--- config.mk ---
export PLATFORM = sky130hd
export DESIGN_NAME = commit_buffer
export DESIGN_NICKNAME = d
export VERILOG_FILES = /design/src/rtl/commit_buffer.sv
export SDC_FILE = /design/constraint.sdc
export NUM_CORES = 1
export LEC_CHECK = 0
export ABC_CLOCK_PERIOD_IN_PS = 6500
export CAP_MARGIN = 10
export CORE_MARGIN = 1
export CORE_UTILIZATION = 45
export CTS_CLUSTER_DIAMETER = 150
export DETAILED_ROUTE_END_ITERATION = 8
export SYNTH_ARGS = -nofsm -noshare
export SYNTH_HDL_FRONTEND = slang
export SYNTH_SLANG_ARGS = --single-unit
--- constraint.sdc ---
create_clock -name clk_in -period 6.5 [get_ports clk_in]
set_input_delay 1.625 -clock clk_in [delete_from_list [all_inputs] [get_ports clk_in]]
set_output_delay 1.625 -clock clk_in [all_outputs]
set_load 0.005 [all_outputs]
--- src/rtl/commit_buffer.sv ---
// commit_buffer: in-order retirement buffer in front of the register file.
// Issue allocates entries in program order, tagged results arrive out of
// order on the CDB, and at most one completed head entry retires per cycle
// through the registered write port.
// Optional build macro: COMMIT_BYPASS_EN -- lets a CDB result aimed at the
// waiting head retire in the same cycle it is broadcast (1-cycle latency).
module commit_buffer #(
    parameter int DEPTH = 8,
    parameter int TAG_W = 3
) (
    input  logic             clk_in,
    input  logic             rst_in,
    input  logic             flush_in,
    input  logic             alloc_valid,
    input  logic [4:0]       alloc_rd,
    output logic             alloc_ready,
    output logic [TAG_W-1:0] alloc_tag,
    input  logic             cdb_valid,
    input  logic [TAG_W-1:0] cdb_tag,
    input  logic [31:0]      cdb_data,
    output logic             write_or_not,
    output logic [4:0]       writeaddr,
    output logic [31:0]      writedata,
    output logic             empty_out
);

    localparam int CNT_W = TAG_W + 1;

    logic [DEPTH-1:0] valid_q;
    logic [DEPTH-1:0] done_q;
    logic [4:0]       rd_mem   [DEPTH];
    logic [31:0]      data_mem [DEPTH];
    logic [TAG_W-1:0] head_q;
    logic [TAG_W-1:0] tail_q;
    logic [CNT_W-1:0] count_q;

    logic             do_alloc;
    logic             do_complete;
    logic             do_retire;
    logic [4:0]       retire_rd;
    logic [31:0]      retire_data;

    // Full is judged on the pre-retire count, so a full buffer refuses
    // allocation even in a cycle where its head retires.
    assign alloc_ready = (count_q != CNT_W'(DEPTH)) && !flush_in;
    assign alloc_tag   = tail_q;
    assign empty_out   = (count_q == '0);
    assign do_alloc    = alloc_valid && alloc_ready;
    // The tail entry is never valid when allocation is possible, so a result
    // tagged with the tail in the allocating cycle is dropped here.
    assign do_complete = cdb_valid && valid_q[cdb_tag];

    // Retire decision for the head entry and the value it will write.
    always_comb begin
        // NOTE: every output of this block gets a default first, so no path
        // leaves a value unassigned and no latch is inferred.
        do_retire   = 1'b0;
        retire_rd   = rd_mem[head_q];
        retire_data = data_mem[head_q];
        if (valid_q[head_q] && done_q[head_q]) begin
            do_retire = 1'b1;
        end
`ifdef COMMIT_BYPASS_EN
        else if (valid_q[head_q] && cdb_valid && (cdb_tag == head_q)) begin
            do_retire   = 1'b1;
            retire_data = cdb_data;
        end
`endif
    end

    // Entry status, pointers and occupancy; flush and reset both empty the buffer.
    always_ff @(posedge clk_in) begin
        if (rst_in || flush_in) begin
            head_q  <= '0;
            tail_q  <= '0;
            count_q <= '0;
            valid_q <= '0;
            done_q  <= '0;
        end else begin
            // NOTE: non-blocking updates; when completion and retire touch the
            // same entry, the later retire clear is the one that sticks.
            if (do_complete) begin
                done_q[cdb_tag] <= 1'b1;
            end
            if (do_retire) begin
                valid_q[head_q] <= 1'b0;
                done_q[head_q]  <= 1'b0;
                head_q          <= head_q + 1'b1;
            end
            if (do_alloc) begin
                valid_q[tail_q] <= 1'b1;
                done_q[tail_q]  <= 1'b0;
                tail_q          <= tail_q + 1'b1;
            end
            case ({do_alloc, do_retire})
                2'b10:   count_q <= count_q + 1'b1;
                2'b01:   count_q <= count_q - 1'b1;
                default: count_q <= count_q;
            endcase
        end
    end

    // Entry payload storage, qualified by the valid bits above.
    always_ff @(posedge clk_in) begin
        // NOTE: the payload arrays carry no reset; an entry is only read once
        // its valid bit (which is reset) says it was written.
        if (do_alloc) begin
            rd_mem[tail_q] <= alloc_rd;
        end
        if (do_complete) begin
            data_mem[cdb_tag] <= cdb_data;
        end
    end

    // Registered register-file write port; address and data hold when idle.
    always_ff @(posedge clk_in) begin
        if (rst_in) begin
            write_or_not <= 1'b0;
            writeaddr    <= '0;
            writedata    <= '0;
        end else if (flush_in) begin
            write_or_not <= 1'b0;
        end else if (do_retire) begin
            write_or_not <= (retire_rd != 5'd0);
            writeaddr    <= retire_rd;
            writedata    <= retire_data;
        end else begin
            write_or_not <= 1'b0;
        end
    end

endmodule

==> flow_summary.html <==
<table>
<tr><th>Metric</th><th>Value</th></tr>
<tr><th colspan="2">Min path</th></tr>
<tr><td>Path class of the lowest-slack min-delay path</td><td>register to register</td></tr>
<tr><th colspan="2">STA</th></tr>
<tr><td>Upper clock frequency limit</td><td>0.2178 GHz</td></tr>
<tr><td>Worst slew pin tran</td><td>1187 ps</td></tr>
<tr><td>Hold violation total from the final report</td><td>0</td></tr>
<tr><td>Worst Clk Skew</td><td>~11 ps</td></tr>
<tr><td>Final slew viol count</td><td>0</td></tr>
<tr><td>Total Neg Setup Slack</td><td>0 ps</td></tr>
<tr><td>Period utilisation layout</td><td>70.64%</td></tr>
<tr><td>Worst relative slew slack</td><td>20.73%</td></tr>
<tr><td>Final period demand of the worst path</td><td>4591 ps</td></tr>
<tr><td>Min setup slack post-route</td><td>1909 ps</td></tr>
<tr><td>Unrepaired setup endpoints after global routing</td><td>no</td></tr>
<tr><td>Number of endpoints failing setup at the final stage</td><td>0</td></tr>
<tr><th colspan="2">Place</th></tr>
<tr><td>HPWL Detailed</td><td>18870 microns</td></tr>
<tr><td>Placed cell areas</td><td>15650 sq um</td></tr>
<tr><td>Number of instances in the placed design</td><td>1312</td></tr>
<tr><td>Count of input and output buffers</td><td>between 80 and 90</td></tr>
<tr><td>Gpl congestion</td><td>0.7871</td></tr>
<tr><td>Pre-CTS setup slack</td><td>1939 ps</td></tr>
<tr><th colspan="2">Synth</th></tr>
<tr><td>Number of register bits inferred by synthesis</td><td>approximately 360</td></tr>
<tr><td>Syn_nets</td><td>912</td></tr>
<tr><td>Synthesized area per cell</td><td>16.69 sq um</td></tr>
<tr><td>Instance count of the mapped netlist</td><td>about 860</td></tr>
<tr><td>Seq/Total Area, Yosys</td><td>71.13%</td></tr>
<tr><td>Number of different library cells in the post-synthesis netlist</td><td>slightly below 70</td></tr>
<tr><td>Count of flip-flops with a built-in enable after synthesis</td><td>~300</td></tr>
<tr><td>Yosys warns</td><td>0</td></tr>
<tr><td>Post-Synthesis Cell Area</td><td>14380 sq um</td></tr>
<tr><td>Async set-reset flop share out of synthesis</td><td>0%</td></tr>
<tr><td>Commonest register cell after synthesis</td><td>edfxtp_1</td></tr>
<tr><th colspan="2">Critical path</th></tr>
<tr><td>Critical-path top delay cell</td><td>clkdlybuf4s50_1</td></tr>
<tr><td>Kind of critical path</td><td>input port to output pin</td></tr>
<tr><td>Critical path's most frequent cell</td><td>clkdlybuf4s50_1</td></tr>
<tr><td>Element type at the critical path start</td><td>input port</td></tr>
<tr><td>Endpoint class of the critical path</td><td>output pin</td></tr>
<tr><td>CP Data Arrival Time</td><td>2970 ps</td></tr>
<tr><td>Worst Path Max Fanout</td><td>5</td></tr>
<tr><td>Req. time, crit path</td><td>4880 ps</td></tr>
<tr><td>Buffer and inverter count on the worst path</td><td>3</td></tr>
<tr><td>Worst stage delay on the critical path</td><td>650 ps</td></tr>
<tr><td>Ordered cell list for the critical path</td><td>clkdlybuf4s50_1 -&gt; inv_1 -&gt; and2_1 -&gt; clkdlybuf4s50_1</td></tr>
<tr><td>Family of cells with the greatest summed delay on the critical path</td><td>buffers and inverters</td></tr>
<tr><td>Setup slack of the most critical reg-to-reg path</td><td>2510 ps</td></tr>
<tr><th colspan="2">Drt</th></tr>
<tr><td>Via total after detailed routing</td><td>slightly above 8k</td></tr>
<tr><td>Vias per cell</td><td>5.935</td></tr>
<tr><td>Number of antenna-violating nets in the routed design</td><td>0</td></tr>
<tr><td>Residual DRC count</td><td>0</td></tr>
<tr><td>WL final</td><td>about 33000 microns</td></tr>
<tr><td>1st-pass router iterations</td><td>5</td></tr>
<tr><td>Wirelength per Cell</td><td>approximately 24 microns</td></tr>
<tr><td>Initial detailed-routing violation count</td><td>between 600 and 700</td></tr>
<tr><th colspan="2">Clock network</th></tr>
<tr><td>Setup Fix Bufs, Post-CTS</td><td>0</td></tr>
<tr><td>Count of clock tree sinks</td><td>363</td></tr>
<tr><td>Number of H-tree levels</td><td>2</td></tr>
<tr><td>Clock transition at the registers of the reported paths</td><td>60 ps</td></tr>
<tr><td>Number of hold buffers added after CTS</td><td>0</td></tr>
<tr><td>CTS-repair resized insts</td><td>0</td></tr>
<tr><td>Number of buffers on the longest clock path</td><td>3</td></tr>
<tr><td>TritonCTS clock tree</td><td>done</td></tr>
<tr><td>Clock latency at the later pin of the worst-skew pair</td><td>520 ps</td></tr>
<tr><td>CTS buffer count</td><td>40</td></tr>
<tr><td>Clk root buf</td><td>clkbuf_16</td></tr>
<tr><th colspan="2">Floorplanning</th></tr>
<tr><td>Initial Util</td><td>45.70%</td></tr>
<tr><td>X dimension of the die</td><td>180.8 microns</td></tr>
<tr><td>Vertical die dimension</td><td>180.8 microns</td></tr>
<tr><td>Number of placed I/O pins</td><td>88</td></tr>
<tr><td>Area of the core region</td><td>about 31000 sq um</td></tr>
<tr><td>Die Outline Area</td><td>32680 sq um</td></tr>
<tr><td>Row count</td><td>65</td></tr>
<tr><th colspan="2">Flow run</th></tr>
<tr><td>Max Cap Viol</td><td>0</td></tr>
<tr><th colspan="2">Global route</th></tr>
<tr><td>Total global-route track usage</td><td>20.72%</td></tr>
<tr><td>Wire length of the first global-routing pass</td><td>51110 microns</td></tr>
<tr><td>Initial antenna violation count</td><td>0</td></tr>
<tr><td>Fraction of met2 tracks used by global routing</td><td>about a third</td></tr>
<tr><td>Vias in the first global route</td><td>8272</td></tr>
<tr><td>Met1 usage in global routing</td><td>29.71%</td></tr>
<tr><td>Leftover overflow at the end of global routing</td><td>0</td></tr>
<tr><td>Maximum number of pins on one net before global-route repair</td><td>53</td></tr>
<tr><td>Routing usage on met3</td><td>3.225%</td></tr>
<tr><td>Most used routing layer</td><td>met2</td></tr>
<tr><th colspan="2">Cells and area</th></tr>
<tr><td>Number of non-filler instances in the completed layout</td><td>roughly 1.4k</td></tr>
<tr><td>Multi-input logic area</td><td>3831 sq um</td></tr>
<tr><td>Sequential Area</td><td>10240 sq um</td></tr>
<tr><td>Total non-filler cell area in the finished layout</td><td>roughly 17000 sq um</td></tr>
<tr><td>Number of diodes</td><td>0</td></tr>
<tr><td>Post-layout nets</td><td>1002</td></tr>
<tr><td>Final Util</td><td>53.80%</td></tr>
<tr><td>Filler cell count</td><td>2484</td></tr>
<tr><td>Layout overhead on the synthesized area</td><td>17.73%</td></tr>
<tr><td>Layout cells sized above 1</td><td>19.74%</td></tr>
<tr><th colspan="2">Pwr</th></tr>
<tr><td>IR Drop Worst-Case VDD</td><td>0.2040 mV</td></tr>
<tr><td>Static leakage</td><td>~5.2 nW</td></tr>
<tr><td>Areal power density over the cells</td><td>roughly 280 nW/um^2</td></tr>
<tr><th colspan="2">Run status</th></tr>
<tr><td>Result of the run</td><td>complete, no violations</td></tr>
</table>
## tightest hold or removal path, delay by kind of cell, from the launching register on
family,cells,cell delay [ps]
flip-flops,1,330
AO/OA/AOI/OAI,2,140
## through the flow
| stage | hold WS [ps] | total power, mW |
|---|---|---|
| after floorplan | 462.7 | 2.590 |
| after global placement | 494.9 | 2.653 |
| after global routing | 559.3 | 4.924 |
| final | 506.2 | 4.789 |
| after CTS | 507.0 | 4.826 |
| after detailed placement | 493.8 | 2.654 |
## per-layer routing
| metal | part of all wire, % | up-vias |
|---|---|---|
| met5 | 0 | - |
| met4 | 2.0 | 0 |
| met3 | 4.9 | 44 |
| met2 | 47 | 249 |
| met1 | 46 | 4246 |
| li1 | - | 3681 |
## synthesized netlist by cell type, types with 3 or more instances
| master | instances | share of area (%) |
|---|---|---|
| a211oi_1 | 16 | 0.84 |
| a211oi_2 | 10 | 0.87 |
| a21oi_1 | 18 | 0.63 |
| a221o_1 | 5 | 0.35 |
| a221oi_1 | 14 | 0.85 |
| a22o_1 | 5 | 0.30 |
| a22oi_1 | 6 | 0.31 |
| a311oi_1 | 6 | 0.37 |
| a311oi_2 | 14 | 1.5 |
| a31o_2 | 3 | 0.18 |
| a31oi_1 | 41 | 1.8 |
| and3_1 | 4 | 0.17 |
| buf_2 | 19 | 0.66 |
| buf_4 | 4 | 0.21 |
| buf_6 | 9 | 0.70 |
| clkbuf_1 | 27 | 0.70 |
| dfxtp_1 | 67 | 9.3 |
| edfxtp_1 | 296 | 62 |
| ha_1 | 5 | 0.43 |
| inv_1 | 6 | 0.16 |
| mux2_2 | 17 | 1.3 |
| mux2i_1 | 23 | 1.6 |
| mux4_2 | 42 | 6.6 |
| nand2_1 | 51 | 1.3 |
| nand2b_1 | 3 | 0.13 |
| nand3_1 | 17 | 0.59 |
| nor2_1 | 24 | 0.63 |
| nor2b_1 | 7 | 0.30 |
| nor3_1 | 16 | 0.56 |
| nor4_1 | 3 | 0.13 |
| o211ai_1 | 3 | 0.16 |
| o21ai_0 | 24 | 0.84 |
| o311ai_0 | 3 | 0.18 |
| or3_1 | 3 | 0.13 |
| xor2_1 | 4 | 0.24 |
## where the power goes
group	total [mW]	switching (mW)	internal, mW
registers	2.51	0.00189	2.51
clock network	2.18	0.865	1.32
logic	0.0907	0.0578	0.0329
total	4.79	0.925	3.86
## area by class of cell
type / instances / share of cell area [%]
clock inverter: 14 / 0.9311
timing repair buffer: 111 / 6.200
inverter: 8 / 0.1773
sequential: 363 / 60.47
tap: 402 / 2.971
multi-input combinational: 428 / 22.63
clock buffer: 59 / 6.628
## kinds of logic after synthesis
logic type,Yosys count,share of synthesized area (%)
XOR/XNOR,5,0.3045
buffers and inverters,71,2.610
flip-flops,363,71.13
AND/OR/NAND/NOR,147,5.376
AO/OA/AOI/OAI,188,10.54
multiplexers,83,9.613
adder cells (fa/ha/maj),5,0.4350
## flip-flops by register name, indices dropped and copies added, names as in the netlist, named ones only
signal,flops
count_q,4
valid_q,8
alloc_tag,3
writeaddr,5
rd_mem,40
head_q,3
data_mem,256
writedata,32
write_or_not,1
done_q,8
## worst paths after layout
check / to / cells past startpoint / start
hold / removal: count_q[3] / 2 / count_q[3]
hold reg to reg: count_q[3] / 2 / count_q[3]
setup / recovery: alloc_ready / 4 / flush_in
setup reg to reg: count_q[2] / 11 / head_q[0]
## cells in the final DEF, fill, tap and decap left out, drive strengths merged, types with 5 or more instances in the layout
master,synthesis,routed
a21oi,19,19
mux2,18,18
a221o,5,5
a211oi,26,26
a31oi,41,41
nand2,51,51
mux4,42,42
o21ai,24,24
nor2b,7,7
a221oi,16,16
nand3,19,19
a22oi,6,6
a22o,5,5
nor3,18,18
dfxtp,67,67
clkbuf,29,59
clkdlybuf4s50,0,86
clkinv,0,9
ha,5,5
a311oi,20,20
nor2,25,25
edfxtp,296,296
buf,34,25
inv,8,10
nor4,5,5
mux2i,23,23
No activity file was read; power rests on OpenSTA's default activity.
